### src/rtl/rob_commit_unit.sv
// In-order retirement buffer: issue allocates at the tail, the CDB completes entries,
// and the head entry retires once done. A retired mispredicted branch flushes everything.
module rob_commit_unit #(
    parameter int unsigned DEPTH  = 8,
    parameter int unsigned IDX_W  = 3,
    parameter int unsigned DATA_W = 16,
    parameter int unsigned REG_W  = 4
) (
    input  logic              clk1,
    input  logic              rst_n,
    input  logic              alloc_valid,
    input  logic [3:0]        alloc_func,
    input  logic [REG_W-1:0]  alloc_rd,
    output logic              alloc_ready,
    output logic [IDX_W-1:0]  alloc_idx,
    input  logic              cdb_valid,
    input  logic [IDX_W-1:0]  cdb_idx,
    input  logic [DATA_W-1:0] cdb_data,
    input  logic              cdb_mispredict,
    input  logic [IDX_W-1:0]  q1_idx,
    input  logic [IDX_W-1:0]  q2_idx,
    output logic              q1_ready,
    output logic              q2_ready,
    output logic [DATA_W-1:0] q1_data,
    output logic [DATA_W-1:0] q2_data,
    output logic              commit_valid,
    output logic [IDX_W-1:0]  commit_idx,
    output logic [REG_W-1:0]  commit_rd,
    output logic [DATA_W-1:0] commit_data,
    output logic              commit_we,
    output logic              commit_is_store,
    output logic              flush,
    output logic [IDX_W:0]    count,
    output logic              empty
);

    localparam int unsigned CntW = IDX_W + 1;
    localparam logic [CntW-1:0] FullCount = CntW'(DEPTH);
    localparam logic [3:0] FuncLoad  = 4'b0100;
    localparam logic [3:0] FuncStore = 4'b0101;

    logic [DEPTH-1:0]  busy_q;
    logic [DEPTH-1:0]  done_q;
    logic [DEPTH-1:0]  mispred_q;
    logic [3:0]        func_q  [DEPTH];
    logic [REG_W-1:0]  rd_q    [DEPTH];
    logic [DATA_W-1:0] value_q [DEPTH];

    logic [IDX_W-1:0] head_q, tail_q;
    logic [CntW-1:0]  count_q;

    logic alloc_fire, commit_fire, commit_flush;

    // flush_q blocks allocation for the cycle the flush pulse is visible
    assign alloc_ready  = (count_q != FullCount) && !flush;
    assign alloc_idx    = tail_q;
    assign alloc_fire   = alloc_valid && alloc_ready;
    assign commit_fire  = busy_q[head_q] && done_q[head_q];
    assign commit_flush = commit_fire && mispred_q[head_q];
    assign count        = count_q;
    assign empty        = (count_q == '0);

    always_ff @(posedge clk1 or negedge rst_n) begin
        if (!rst_n) begin
            busy_q    <= '0;
            done_q    <= '0;
            mispred_q <= '0;
            for (int i = 0; i < DEPTH; i++) begin
                func_q[i]  <= '0;
                rd_q[i]    <= '0;
                value_q[i] <= '0;
            end
        end else if (commit_flush) begin
            busy_q    <= '0;
            done_q    <= '0;
            mispred_q <= '0;
            for (int i = 0; i < DEPTH; i++) begin
                func_q[i]  <= '0;
                rd_q[i]    <= '0;
                value_q[i] <= '0;
            end
        end else begin
            if (cdb_valid && busy_q[cdb_idx]) begin
                done_q[cdb_idx]    <= 1'b1;
                value_q[cdb_idx]   <= cdb_data;
                mispred_q[cdb_idx] <= cdb_mispredict;
            end
            if (alloc_fire) begin
                busy_q[tail_q]    <= 1'b1;
                done_q[tail_q]    <= 1'b0;
                mispred_q[tail_q] <= 1'b0;
                func_q[tail_q]    <= alloc_func;
                rd_q[tail_q]      <= alloc_rd;
            end
            // head never equals tail here: a commit implies 0 < count, an alloc count < DEPTH
            if (commit_fire) begin
                busy_q[head_q] <= 1'b0;
                done_q[head_q] <= 1'b0;
            end
        end
    end

    always_ff @(posedge clk1 or negedge rst_n) begin
        if (!rst_n) begin
            head_q  <= '0;
            tail_q  <= '0;
            count_q <= '0;
        end else if (commit_flush) begin
            head_q  <= '0;
            tail_q  <= '0;
            count_q <= '0;
        end else begin
            if (alloc_fire) begin
                tail_q <= tail_q + 1'b1;
            end
            if (commit_fire) begin
                head_q <= head_q + 1'b1;
            end
            if (alloc_fire && !commit_fire) begin
                count_q <= count_q + 1'b1;
            end else if (!alloc_fire && commit_fire) begin
                count_q <= count_q - 1'b1;
            end
        end
    end

    always_ff @(posedge clk1 or negedge rst_n) begin
        if (!rst_n) begin
            commit_valid    <= 1'b0;
            flush           <= 1'b0;
            commit_idx      <= '0;
            commit_rd       <= '0;
            commit_data     <= '0;
            commit_we       <= 1'b0;
            commit_is_store <= 1'b0;
        end else begin
            commit_valid <= commit_fire;
            flush        <= commit_flush;
            if (commit_fire) begin
                commit_idx      <= head_q;
                commit_rd       <= rd_q[head_q];
                commit_data     <= value_q[head_q];
                commit_we       <= (func_q[head_q] <= FuncLoad);
                commit_is_store <= (func_q[head_q] == FuncStore);
            end else begin
                commit_we       <= 1'b0;
                commit_is_store <= 1'b0;
            end
        end
    end

    logic [IDX_W-1:0]  q_idx [2];
    logic              q_rdy [2];
    logic [DATA_W-1:0] q_val [2];

    assign q_idx[0] = q1_idx;
    assign q_idx[1] = q2_idx;
    assign q1_ready = q_rdy[0];
    assign q1_data  = q_val[0];
    assign q2_ready = q_rdy[1];
    assign q2_data  = q_val[1];

    // A same-cycle CDB broadcast to a live entry bypasses the stored value
    always_comb begin
        for (int p = 0; p < 2; p++) begin
            q_rdy[p] = 1'b0;
            q_val[p] = '0;
            if (busy_q[q_idx[p]]) begin
                if (cdb_valid && (cdb_idx == q_idx[p])) begin
                    q_rdy[p] = 1'b1;
                    q_val[p] = cdb_data;
                end else begin
                    q_rdy[p] = done_q[q_idx[p]];
                    q_val[p] = value_q[q_idx[p]];
                end
            end
        end
    end

endmodule
### config.mk
export PLATFORM = sky130hd
export DESIGN_NAME = rob_commit_unit
export DESIGN_NICKNAME = d
export VERILOG_FILES = /design/src/rtl/rob_commit_unit.sv
export SDC_FILE = /design/constraint.sdc
export NUM_CORES = 1
export LEC_CHECK = 0
export CAP_MARGIN = 40
export CORE_ASPECT_RATIO = 0.75
export CORE_MARGIN = 2
export CORE_UTILIZATION = 61
export CTS_BUF_LIST = sky130_fd_sc_hd__clkbuf_4 sky130_fd_sc_hd__clkbuf_8
export DETAILED_ROUTE_END_ITERATION = 12
export GPL_TIMING_DRIVEN = 0
export PLACE_DENSITY_LB_ADDON = 0.15
export SETUP_SLACK_MARGIN = 0.4
export SLEW_MARGIN = 20
export SYNTH_ARGS = -nofsm -noshare
export SYNTH_HDL_FRONTEND = slang
export SYNTH_SLANG_ARGS = --single-unit
### constraint.sdc
create_clock -name clk1 -period 3.8 [get_ports clk1]
set_clock_uncertainty 0.15 [all_clocks]
set_input_delay 0.76 -clock clk1 [delete_from_list [all_inputs] [get_ports clk1]]
set_output_delay 0.76 -clock clk1 [all_outputs]
set_load 0.02 [all_outputs]
# Word level (Yosys, flattened, before mapping)
# Index checks and enable logic that the tools add are counted.
dict set report totals {
  reg_bits 253
  elab_cells 178
}
dict set report classes {
  addsub 4
  magnitude_cmp 16
  eq_ne 4
  muxes 82
  n_bitwise 13
  n_reduce_logical 22
}
# operator n
set op_table {}
lappend op_table {{128-bit two-way mux} 2}
lappend op_table {{16-bit two-way mux} 11}
lappend op_table {{16-bit binary-select mux with 3-bit select} 3}
lappend op_table {{128-bit bitwise mux} 1}
lappend op_table {{32-bit two-way mux} 4}
lappend op_table {{8-bit two-way mux} 14}
lappend op_table {{32-bit bitwise mux} 2}
lappend op_table {{16-bit demux with 3-bit select} 1}
lappend op_table {{8-bit bitwise AND} 4}
lappend op_table {{4-bit two-way mux} 8}
lappend op_table {{1-bit binary-select mux with 3-bit select} 8}
lappend op_table {{4-bit binary-select mux with 3-bit select} 2}
lappend op_table {{4-bit greater-or-equal comparator, second input constant} 5}
lappend op_table {{3-bit by 4-bit less-than comparator with 1-bit output, second input constant} 5}
lappend op_table {{3-bit NOT with 4-bit output} 5}
lappend op_table {{1-bit two-way mux} 17}
lappend op_table {{8-bit NOT} 2}
lappend op_table {{8-bit OR} 2}
lappend op_table {{1-bit logical AND} 14}
lappend op_table {{4-bit demux with 3-bit select} 1}
lappend op_table {{3-bit two-way mux} 4}
lappend op_table {{1-bit demux with 3-bit select} 3}
lappend op_table {{3-bit by 1-bit greater-or-equal comparator with 1-bit output, second input constant} 3}
lappend op_table {{8-bit bitwise mux} 1}
lappend op_table {{12 further kinds} 19}

# Longest topological paths before layout
# Gate-level depths: netlist of the first run.
dict set report logic_depth {
  word_depth 13
  mapped_depth 13
  depth_no_buf 12
}

# Least setup slack after synthesis of the first run
# Ideal clock, no wire load.
dict set report synth_timing {
  path_kind {input-to-output}
  from {in q1_idx[0]}
  to {out q1_data[10]}
  arrival_time_ns 2.386
  t_required_ns 2.890
  setup_slack_ns 0.504
  cell_stages 5
  path_cell_list {buf_2 -> mux4_2 -> mux2i_1 -> clkbuf_1 -> a211oi_1}
}
dict set report synth_via {
  elab_chain_len 6
  word_cells_on_any_way 10
}
# element line
set synth_rtl {}
lappend synth_rtl {{start: declaration} 20} ;# input logic [IDX_W-1:0] q1_idx,
lappend synth_rtl {{3-bit NOT with 4-bit output (not written as such)} 174} ;# q_val[p] = value_q[q_idx[p]];
lappend synth_rtl {{16-bit binary-select mux with 3-bit select} 174}
lappend synth_rtl {{16-bit two-way mux (not written as such) (2 in a row)} 174}
lappend synth_rtl {{16-bit two-way mux} 169} ;# if (cdb_valid && (cdb_idx == q_idx[p])) begin
lappend synth_rtl {{16-bit two-way mux *} 168} ;# if (busy_q[q_idx[p]]) begin
lappend synth_rtl {{end: declaration} 24} ;# output logic [DATA_W-1:0] q1_data,
# Every way passes the cells marked *; elsewhere a longest branch is shown, timed or not. The select of a mux whose other input is x is not followed.

# Worst setup path in the final report of the first run
dict set report layout_timing {
  from {in cdb_valid}
  to {out q1_data[12]}
}
dict set report layout_via {
  elab_chain_len 3
}
# element line
set layout_rtl {}
lappend layout_rtl {{start: declaration} 16} ;# input logic cdb_valid,
lappend layout_rtl {{1-bit logical AND} 169}
lappend layout_rtl {{16-bit two-way mux} 169}
lappend layout_rtl {{16-bit two-way mux} 168}
# No other way between the ends.

==> results of run 1 <==
-- report_power, final --
part	leakage (uW)	internal [uW]	switching (uW)	total [uW]
clock	0.000443	1330	1140	2480
sequential	0.00324	3870	992	4870
combinational	0.00351	3200	3740	6940
-- registers in the layout, indices dropped and copies added, names as in the netlist, 4 cells and up --
name and count:
commit_rd 4, done_q 8, value_q 128, count 4, func_q 32, rd_q 32, busy_q 8, commit_data 16
mispred_q 8
-- final timing paths --
check / to / slack [ns] / depth (start not counted)
min reg2reg: commit_idx[1] / 0.36 / 1
max: q1_data[12] / 0.38 / 6
min: commit_idx[1] / 0.36 / 1
max reg2reg: count[3] / 0.63 / 13
min in group asynchronous: flush / 0.55 / 2
max in group asynchronous: value_q[8] / 1.86 / 4
-- cells in the final DEF, fill, tap and decap left out, types with 5 or more instances in the layout --
master and n:
a211oi_1 17, a211oi_2 13, a211oi_4 5, a21oi_1 180, a22oi_1 6, and3_1 6, buf_1 19, buf_2 32
buf_4 40, buf_6 17, clkbuf_1 46, clkbuf_2 15, clkbuf_4 26, clkbuf_8 50, clkdlybuf4s15_2 12, clkdlybuf4s50_1 38
dfrtp_1 251, dlygate4sd2_1 6, inv_1 8, mux2_2 8, mux2i_1 109, mux4_2 118, nand2_1 325, nand3_1 7
nor2_1 125, nor2b_1 5, nor3_1 17, o21ai_0 12, xnor2_1 8
-- final cells by class --
type,instances,area [sq um],area share [%]
sequential,253,6330,37.2
multi-input combinational,1015,7690,45.1
timing repair buffer,104,998,5.86
buffer,137,777,4.56
inverter,9,33.8,0.198
clock buffer,68,805,4.72
tap,300,375,2.20
clock inverter,4,28.8,0.169
-- through the flow --
step / hold WS [ns] / std cells
CTS: 0.358 / 1880
global placement: 0.344 / 1788
detailed placement: 0.345 / 1801
global route: 0.388 / 1890
floorplan: 0.314 / 1414
finish: 0.359 / 1890
-- kinds of logic (layout without fill, tap and decap cells) --
| logic type | Yosys count | count (layout) | share of synthesized area (%) |
|---|---|---|---|
| compound gates | 254 | 254 | 9.89 |
| xor+xnor | 10 | 10 | 0.603 |
| simple gates | 508 | 508 | 14.1 |
| fa+ha+maj | 5 | 5 | 0.483 |
| buf+inv | 146 | 322 | 4.56 |
| flops | 253 | 253 | 43.6 |
| mux | 238 | 238 | 26.7 |
-- repair_timing --
action,4_1_cts,5_1_grt
hold endpoints to repair,49,0
hold buffers,1,0
endpoints found under the setup margin,34,33
gates resized for setup,149,60
pin swaps,3,4
buffers inserted,6,7
-- critical path: cells and delay by family --
| family | cells | cell delay (ns) |
|---|---|---|
| buf+inv | 4 | 1.30 |
| compound gates | 1 | 0.33 |
| simple gates | 1 | 0.11 |
-- per-layer routing --
| metal | vias up | GRT usage (%) | wire (um) | part of all wire [%] |
|---|---|---|---|---|
| met1 | 6295 | 55.3 | 18000 | 36 |
| met5 | - | 0 | 0 | 0 |
| met4 | 0 | 16.4 | 2030 | 4.1 |
| met3 | 208 | 16.2 | 8330 | 17 |
| li1 | 5299 | - | - | - |
| met2 | 1136 | 57.7 | 21100 | 43 |
==> metrics.cfg, run 1 <==
[run_status]
outcome=complete, no violations

[synthesis]
syn_inst=1414
ys_async_sr_fraction_pct=100
yosys-top-cells-area=dfrtp_1 (44%), mux4_2 (18%), nand2_1 (8.4%)
syn_nets=1457
yosys-top-cells-count=nand2_1 (325), dfrtp_1 (253), a21oi_1 (181)
synth_edf_count=0
ys_warn_count=0
ys_seq_area_share_pct=43.6
synth_top_area_share_pct=43.6
syn_area_per_cell_sq_um=10.3
yosysMostFrequentCell=nand2_1
synth_cell_types=50
ys_seq_elements=253
synth_ff_type=dfrtp_1
synth.cell_area_sq_mm=0.0145
yosysTopAreaCell=dfrtp_1

[worst_hold_path]
hp-start=commit_idx[1]
hp-class=reg -> reg

[layout]
insertedDiodeCount=0
drive_gt1_share_pct=22.7
final_util_pct=73.5
design_area_sq_mm=0.0170
area_delta_synth_final_pct=17.4
nets=1605
fill_cells=1693

[global_route]
gr-total-overflow=0
antenna_found_initial=0
grt_pass1_wl_mm=74.1
grt_max_degree=88
grt_pass1_vias=12674
grtUsageTotal_pct=40.3

[worst_setup_path]
crit_arrival_ns=2.51
critical_path.slowest_cell=clkdlybuf4s50_1
critical_path_class=in -> out
reg2reg_from=head_q[0]
cp_max_fo=10
max_stage_delay_ns=0.56
critPathRequiredTime_ns=2.89
end_kind=primary output
cp_cell_sequence=clkdlybuf4s50_1, nand4_1, buf_4, buf_4, a211oi_2, clkdlybuf4s15_2
cp-start-kind=primary input
cp_common_cell=buf_4
startpoint=cdb_valid

[timing]
drv_slew=0
worstMarginPinSlew_ns=0.934
setup_viol=0
slew_headroom_pct=37.7
fmax_mhz=292
rsz0062_at_grt=true
fin_setup_tns_ns=0
fin_ws_ns=0.380
min_period_over_period_pct=90.0
hold_viol_final=0
fin_crit_ns=3.42

[die]
start_util_pct=62.6
die_h_um=138
fp-row-count=48
ios=108
core-area_sq_mm=0.0232
dieArea_sq_mm=0.0251
dieWidth_um=182

[pwr]
total_power_uw=14300
power_density_mw_per_mm2=838
vdd_drop_max_v=0.000465
total_leakage_power_uw=0.00720

[job]
max_cap_violations=0

[detailed_routing]
dr_total_vias=12938
antenna_left=0
route.detailed.drc=0
dr.pass1.iters=6
routedWlPerCell_um=26.1
drtIter0Drc=1875
wl_mm=49.4
drt-vias-per-instance=6.85

[clocking]
cts.sink_count=253
cts_tree=yes
cts_root_buf=clkbuf_8
clk_latency_ns=0.57
htree_levels=2
cts_buffer_depth=3
cts_buffers=42
clkTransAtPathRegs_ns=0.06

[placed_design]
dpl_cell_area_sq_mm=0.0158
place.gp.congestion=0.974
port_buffers=74
dp_hpwl_mm=32.8
dp_slack_ns=-0.954

No activity file was read; power rests on OpenSTA's default activity.
==> run 2, diff against run 1 <==
- MAX_ROUTING_LAYER: unset -> met4
==> run 2 against run 1 <==
  * Clock power hardly changed
  * Sequential power is essentially flat
  * Sequential share of layout area grew 0.066 points
  * Routed wire length up 0.26%
  * Register-to-register slack is essentially flat
  * Sequential cell count stayed put
  * Critical path type unchanged
  * Critical endpoint is now q1_data[15]
  * Largest power group unchanged
==> metrics.cfg, run 2 (same netlist as run 1, synthesis figures left out) <==
[layout]
drive_gt1_share_pct=22.9  ; +0.19 points
insertedDiodeCount=0  ; unchanged
largest_reg_flops=128  ; unchanged
nets=1605  ; unchanged
regMostFlops=value_q
reg_top3=value_q (128), func_q (32), rd_q (32)
design_area_sq_mm=0.0170  ; -0.18%
area_delta_synth_final_pct=17.2
final_common_cell=nand2_1
final_cells=1890  ; unchanged
final_cell_mix=nand2_1 (325), dfrtp_1 (251), a21oi_1 (180), nor2_1 (125), mux4_2 (118)

[timing]
fin_crit_ns=3.51  ; +0.0914 ns
rsz0062_at_grt=true
hold_viol_final=0  ; unchanged
slew_headroom_pct=40.2  ; +2.5 points
setup_viol=0  ; unchanged
fmax_mhz=285  ; -2.6%
worstMarginPinSlew_ns=0.897  ; -0.0372 ns
min_period_over_period_pct=92.4  ; +2.4 points
drv_slew=0  ; unchanged

[placed_design]
dp.cells=1801  ; unchanged
dp_hpwl_mm=32.8  ; unchanged
port_buffers=74  ; unchanged
dpl_cell_area_sq_mm=0.0158  ; unchanged
place.gp.congestion=0.993  ; +1.9%

[detailed_routing]
drt-vias-per-instance=6.88  ; +0.43%
antenna_left=0  ; unchanged
dr.pass1.iters=6  ; unchanged
wl_mm=49.5  ; +0.26%
routedWlPerCell_um=26.2  ; +0.26%
drtIter0Drc=1904  ; +1.5%
dr_total_vias=12994  ; +0.43%
route.detailed.drc=0  ; unchanged

[die]
fp-row-count=48  ; unchanged
core-area_sq_mm=0.0232  ; unchanged
dieArea_sq_mm=0.0251  ; unchanged
start_util_pct=62.6  ; unchanged
dieWidth_um=182  ; unchanged
ios=108  ; unchanged
die_h_um=138  ; unchanged

[clocking]
htree_levels=2  ; unchanged
clk_latency_ns=0.57  ; about the same
clkTransAtPathRegs_ns=0.06  ; about the same
cts.sink_count=253  ; unchanged
cts_buffers=42  ; unchanged
cts_root_buf=clkbuf_8
cts_tree=yes
cts_buffer_depth=3  ; unchanged

[worst_hold_path]
hp-start=commit_idx[1]
hp-class=reg -> reg

[pwr]
combPwrFrac_pct=48.5  ; about the same
swShare_pct=41.2  ; about the same
power.net_switching_uw=5880  ; about the same
p_int_uw=8400  ; -0.12%
p_clk_share_pct=17.4  ; about the same
total_leakage_power_uw=0.00719  ; -0.14%
vdd_drop_max_v=0.000464  ; -0.21%
power_density_mw_per_mm2=839  ; about the same
seq_power_share_pct=34.2  ; about the same

[global_route]
gr-total-overflow=0  ; unchanged
grt_max_degree=88  ; unchanged
grt_pass1_vias=12661  ; -0.10%
antenna_found_initial=0  ; unchanged
grtUsageTotal_pct=41.5  ; +1.3 points
grt_pass1_wl_mm=74.1  ; unchanged

[worst_setup_path]
max_stage_delay_ns=0.57  ; about the same
critical_path_class=in -> out
reg2reg_from=head_q[0]
critPathRequiredTime_ns=2.89  ; about the same
crit_arrival_ns=2.60  ; +0.09 ns
cp_cell_sequence=clkdlybuf4s50_1, nand4_1, buf_4, clkbuf_4, a211oi_2, clkdlybuf4s15_2
end_kind=primary output
startpoint=cdb_valid
critical_path.slowest_cell=clkdlybuf4s50_1
cp-start-kind=primary input
cp_max_fo=10  ; unchanged

[run_status]
outcome=complete, no violations

[job]
max_cap_violations=0  ; unchanged

## run 2: cell count changes in the layout (fill, tap and decap cells not counted), sizes merged
cell         delta
clkbuf          +6
buf             -3
dlygate4sd2     -3
## run 2: through the flow
| step | hold slack [ns] | utilization, % | total power (uW) | setup TNS [ns] | setup slack (ns) |
|---|---|---|---|---|---|
| final | 0.359 | 73.4 | 14300 | 0 | 0.288 |
| after global routing | 0.388 | 73.4 | 15000 | 0 | 0.295 |
| after CTS | 0.358 | 73.1 | 14000 | 0 | 0.382 |
| after detailed placement | 0.345 | 68.3 | 11400 | -21.80 | -0.954 |
| after global placement | 0.344 | 67.4 | 11100 | -2349.96 | -9.21 |
| after floorplan | 0.314 | - | 9050 | 0 | 0.504 |
## run 2: layout make-up
class | count | area (sq um)
multi-input cells | 1015 | 7670
flip-flops and latches | 253 | 6330
fillers | 1696 | 6170
repair buffers | 104 | 987
clock buffers | 68 | 805
plain buffers | 137 | 773
well taps | 300 | 375
inverters | 9 | 33.8
clock inverters | 4 | 28.8
## run 2: final timing paths
path,end,slack (ns),cells past startpoint
max,q1_data[15],0.29,6
min,commit_idx[1],0.36,1
max reg2reg,count[3],0.62,13
min reg2reg,commit_idx[1],0.36,1
max in group asynchronous,value_q[8],1.87,4
min in group asynchronous,count[3],0.55,2
## run 2: worst max-delay path: cells and delay by family
kind | cells | cell delay, ns
compound gates | 1 | 0.38
simple gates | 1 | 0.12
buf+inv | 4 | 1.34
## run 2: power groups by stage
stage	sequential [uW]	clock, uW	combinational (uW)
floorplan	4750	0	4290
global placement	4770	0	6290
detailed placement	4840	0	6550
CTS	4810	2460	6680
global route	4990	2600	7370
finish	4870	2480	6920
## run 2: timing repair
item	4_1_cts	5_1_grt
setup buffers	6	7
endpoints found under the hold margin	49	0
setup endpoints to repair	34	34
hold buffers	1	0
gates resized for setup	149	63
pin swaps	3	4
gates cloned	0	0
## run 2: layer usage
metal | vias up | wire length, um | track usage [%]
met3 | 224 | 7900 | 15.3
met1 | 6359 | 18400 | 55.9
met5 | - | 0 | -
met4 | 0 | 2090 | 16.6
li1 | 5300 | - | -
met2 | 1111 | 21100 | 57.5
==> run 3, diff against run 2 <==
- CORE_UTILIZATION: 61 -> 67
- DONT_BUFFER_PORTS: unset -> 1
==> run 3 against run 2 <==
  * The run now ends with negative hold slack left
  * Sequential power grew 4.7%
  * Via count shrank 1.5%
  * Combinational power shrank 11%
  * Register-to-register slack gained 0.09 ns
  * Routed wire length shrank 1.8%
  * First-iteration DRC count grew 5.8%
  * Cell area shrank 4.7%
  * Utilization grew 3.2 points
  * Critical endpoint is now q2_data[15]
==> metrics.cfg, run 3 (same netlist as run 1, synthesis figures left out) <==
[run_status]
outcome=finished, violations left
violations=negative hold slack

[layout]
final_util_pct=76.5  ; +3.2 points
nets=1530  ; -4.7%
area_delta_synth_final_pct=11.7
largest_reg_flops=128  ; unchanged
final_cells=1801  ; -4.7%
regMostFlops=value_q
final_cell_mix=nand2_1 (325), dfrtp_1 (253), a21oi_1 (179), nor2_1 (125), mux4_2 (118)
final_common_cell=nand2_1
reg_top3=value_q (128), func_q (32), rd_q (32)
drive_gt1_share_pct=22.0  ; -0.87 points

[placed_design]
dp_hpwl_mm=31.9  ; -2.8%
dp.cells=1720  ; -4.5%
place.gp.congestion=1.00  ; +1.0%
port_buffers=0  ; -100%
dp_slack_ns=-0.390  ; +0.564 ns

[detailed_routing]
drt-vias-per-instance=7.11  ; +3.4%
drtIter0Drc=2014  ; +5.8%
route.detailed.drc=0  ; unchanged
dr_total_vias=12801  ; -1.5%
antenna_left=0  ; unchanged
wl_mm=48.6  ; -1.8%
routedWlPerCell_um=27.0  ; +3.1%
dr.pass1.iters=5  ; -1

[timing]
setup_viol=0  ; unchanged
fin_crit_ns=3.45  ; -0.0620 ns
rsz0062_at_grt=true
min_period_over_period_pct=90.8  ; -1.6 points
slew_headroom_pct=37.2  ; -3.1 points
drv_slew=0  ; unchanged
whs_ns=-0.270  ; -0.629 ns
fmax_mhz=290  ; +1.8%
hold_viol_final=253  ; +253
fin_ws_ns=0.350  ; +0.0620 ns
worstMarginPinSlew_ns=0.943  ; +0.0460 ns

[worst_setup_path]
cp_common_cell=buf_2
path_buf_inv=3  ; -1
critPathRequiredTime_ns=2.89  ; about the same
cp-start-kind=primary input
crit_arrival_ns=2.54  ; -0.06 ns
cp_cell_sequence=buf_2, clkbuf_2, mux4_2, mux2i_1, a211oi_1, buf_2
critical_path_class=in -> out
cp_top_family=buffers and inverters
end_kind=primary output
critical_path.slowest_cell=clkbuf_2
max_stage_delay_ns=0.43  ; -0.14 ns
cp_max_fo=10  ; unchanged

[pwr]
power_density_mw_per_mm2=842  ; +0.36%
total_leakage_power_uw=0.00681  ; -5.3%
vdd_drop_max_v=0.000410  ; -12%
total_power_uw=13600  ; -4.4%

[die]
dieArea_sq_mm=0.0229  ; -8.7%
core-area_sq_mm=0.0212  ; -8.6%
ios=108  ; unchanged
fp-row-count=46  ; -4.2%
dieWidth_um=174  ; -4.5%
die_h_um=131  ; -4.4%
start_util_pct=68.5  ; +5.9 points

[clocking]
cts_tree=yes
cts_buffers=42  ; unchanged
clk_latency_ns=0.57  ; about the same
cts_buffer_depth=3  ; unchanged
htree_levels=2  ; unchanged
cts_root_buf=clkbuf_8
clkTransAtPathRegs_ns=0.06  ; about the same
cts.sink_count=253  ; unchanged

[global_route]
antenna_found_initial=1  ; +1
gr-total-overflow=0  ; unchanged
grtUsageTotal_pct=44.4  ; +2.9 points
grt_pass1_wl_mm=73.7  ; -0.50%
grt_pass1_vias=12495  ; -1.3%
grt_max_degree=254  ; +190%

[worst_hold_path]
hp-class=in -> async

[job]
max_cap_violations=0  ; unchanged

run 3: cell count changes in the layout (fill, tap and decap cells not counted), sizes merged:
cell	change
buf	-11
clkbuf	-13
clkdlybuf4s15	-13
clkdlybuf4s50	-38
clkinvlp	+1
diode	+1
dlygate4sd2	-3
dlygate4sd3	-1
run 3: metrics by stage:
step           setup TNS [ns]  instance area, sq um
6_report                    0                 16200
5_1_grt                     0                 16200
4_1_cts                     0                 16100
3_5_place_dp            -7.35                 15000
3_3_place_gp           -10.87                 14900
2_1_floorplan               0                 14500
run 3: cell type report:
| type | instances | area (sq um) |
|---|---|---|
| inverters | 9 | 33.8 |
| clock buffers | 64 | 768 |
| flip-flops and latches | 253 | 6330 |
| clock inverters | 5 | 36.3 |
| diodes | 1 | 2.50 |
| repair buffers | 29 | 236 |
| multi-input cells | 1015 | 7730 |
| fillers | 1457 | 4970 |
| well taps | 288 | 360 |
| plain buffers | 137 | 713 |
run 3: power breakdown:
part | leakage [uW] | total [uW] | switching, uW | internal, uW
Sequential | 0.00324 | 5100 | 1230 | 3870
Clock | 0.000422 | 2410 | 1130 | 1280
Combinational | 0.00315 | 6140 | 3400 | 2740
run 3: worst paths after layout:
path,endpoint,depth (start not counted),start,slack (ns)
max,q2_data[15],6,q2_idx[1],0.35
min,count[3],0,rst_n,-0.27
max reg2reg,count[3],13,head_q[0],0.71
min reg2reg,rd_q[19],2,rd_q[19],0.37
max in group asynchronous,value_q[117],0,rst_n,3.27
min in group clk1,rd_q[19],2,rd_q[19],0.37
run 3: metal layers:
layer | wire length [um] | vias to the layer above | global-route usage [%] | part of all wire (%)
met4 | 2690 | 0 | 20.9 | 5.5
met5 | 0 | - | - | 0
met3 | 8090 | 273 | 17.7 | 17
met1 | 17500 | 6201 | 60.3 | 36
met2 | 20400 | 1182 | 58.8 | 42
li1 | - | 5145 | - | -
run 3: worst reg2reg max path: stages (launching register included):
cell,delay [ns]
dfrtp_1,0.40
buf_4,0.18
inv_2,0.15
mux4_2,0.59
mux2i_4,0.24
nor2_1,0.14
inv_1,0.10
ha_1,0.23
a21o_1,0.17
a21o_1,0.20
nand2_1,0.09
nor2_1,0.05
a211oi_1,0.21
a31oi_1,0.06
run 3: what timing repair did:
action,CTS,global route
gates cloned,0,0
hold endpoints to repair,253,253
pin swaps,2,0
resized for setup,61,12
endpoints found under the setup margin,34,14
setup buffers,5,6
==> RTL edit, RTL diff (settings of run 1) <==
Put one more register stage on the output `count`, without a reset. The value now appears one clock later. The other outputs are not delayed to match.
--- a/src/rtl/rob_commit_unit.sv
+++ b/src/rtl/rob_commit_unit.sv
@@ -59,3 +59,5 @@
     assign commit_flush = commit_fire && mispred_q[head_q];
-    assign count        = count_q;
+    always_ff @(posedge clk1) begin
+        count <= count_q;
+    end
     assign empty        = (count_q == '0);
Function: changed (a bounded check fails within 4 cycles, from zero or initial values and one cycle with rst_n low).
==> RTL edit against run 1 <==
  * Area after synthesis up 1.1%
  * Setup slack better by 0.020 ns
  * Sequential cell count is 4 higher
  * Final cell count up 1.4%
  * Power increased by 1.8%
  * Synthesized cell count up 2.1%
  * Routed wire length shrank 0.42%
  * Final area rose by 0.44%
  * Critical endpoint is now q2_data[14]
  * Largest power group unchanged
==> RTL edit: results (changes against run 1) <==
initial antenna violation count - 1 (+1)
Relative slew margins - 41.0% (+3.3 points)
max layer used - met5
Yosys cell types - 47 (-6.0%)
Reg2Reg Capture Point - count_q[3]
CP Data Arrival Time - 2.49 ns (-0.02 ns)
cells on worst reg2reg path - 12 (-1)
Post-DP Area - 15900 um^2 (+0.62%)
GRT met3 Usage - 18.6% (+2.4 points)
cts repair resizes - 162 (+8.7%)
metal2 WL - 20700 um (-1.8%)
fmax - 0.294 GHz (+0.59%)
crit path from - q2_idx[1]
Synth area leaders - dfrtp_1, mux4_2, nand2_1
Slowest cell on crit path - buf_2
Post-Synth Adder-Cell Area - 0.478% (-0.0050 points)
Layout Nets - 1623 (+1.1%)
Final Non-Filler Cells - 1917 (+1.4%)
Largest regs - value_q x128, func_q x32, rd_q x32
Compound-Gate Fraction of Synth Area - 9.96% (+0.068 points)
first-pass GRT wire length - 74600 um (+0.74%)
Post-Synth XOR/XNOR Area - 0.597% (-0.0063 points)
syn_nets - 1487 (+2.1%)
largest net degree at the start of global routing - 98 (+11%)
M1 WL - 19100 um (+6.3%)
Setup crit end - q2_data[14]
grt met2 use - 54.4% (-3.3 points)
leakage power - 7.26 nW (+0.83%)
Hold WS - 0.0567 ns (-0.303 ns)
Detail Route met3 WL - 7940 um (-4.8%)
cts bufs inserted - 43 (+2.4%)
asr flop ratio synth - 98.4% (-1.6 points)
Commonest cells post-synth - nand2_1, dfrtp_1, a21oi_1
outcome - complete, no violations
critical path's largest stage delay - 0.44 ns (-0.12 ns)
layout cell share with drive strength beyond 1 - 21.1% (-1.6 points)
number of global-route vias before repair - 12.4k (-2.0%)
Pre-antenna DRT Iters - 7 (+1)
post-route ant nets - 0 (unchanged)
Reg clk slew, reported paths - 0.06 ns (about the same)
gpl congestion - 0.928 (-4.7%)
worst slack, placed - -0.801 ns (+0.153 ns)
sequential fraction of the synthesis area - 43.7% (+0.092 points)
most frequent cell after synthesis - nand2_1
Total Routing Usage GR - 39.5% (-0.74 points)
Setup Fix Bufs, Post-CTS - 7 (+1)
Final HPWL DP - 33800 um (+2.8%)
Max VDD drop - 0.000398 V (-15%)
worst min path class - input pin to asynchronous set/reset pin
placed insts - 1832 (+1.7%)
number of synthesized flops with an enable pin - 0 (unchanged)
syn_area_per_cell - 10.2 um^2 (-1.0%)
R2R setup slack - 0.73 ns (+0.10 ns)
routed via count - 13.0k (+0.22%)
multiplexer share of the synthesized area - 25.1% (-1.6 points)
Port Buffers - 74 (unchanged)
met1 GRT Util - 55.8% (+0.50 points)
Critical R2R Launch - head_q[0]
Routed WL - 49200 um (-0.42%)
Starting DRT DRC Count - 2007 (+7.0%)
-- RTL edit: cells by family after synthesis --
kind of cell,count (synthesis)
xor gates and xnor gates,10
muxes,219
DFF,257
buffers and inverters,154
and+or+nand+nor,550
adders and majority gates,5
AOI/OAI and AO/OA,249
-- RTL edit: final cells by class --
type                            count  area [um^2]
Multi-Input combinational cell   1033         7600
Fill cell                        1767         6670
Sequential cell                   257         6410
Timing Repair Buffer               91          885
Clock buffer                       70          876
Buffer                            141          850
Tap cell                          306          383
Clock inverter                      5         57.6
Inverter                           13         48.8
Antenna cell                        1         2.50
-- RTL edit: report_power, final --
| group | internal, mW | total [mW] | switching [mW] | leakage (nW) |
|---|---|---|---|---|
| logic | 3.09 | 6.84 | 3.75 | 3.49 |
| clock network | 1.52 | 2.71 | 1.19 | 0.486 |
| registers | 3.94 | 4.99 | 1.05 | 3.28 |
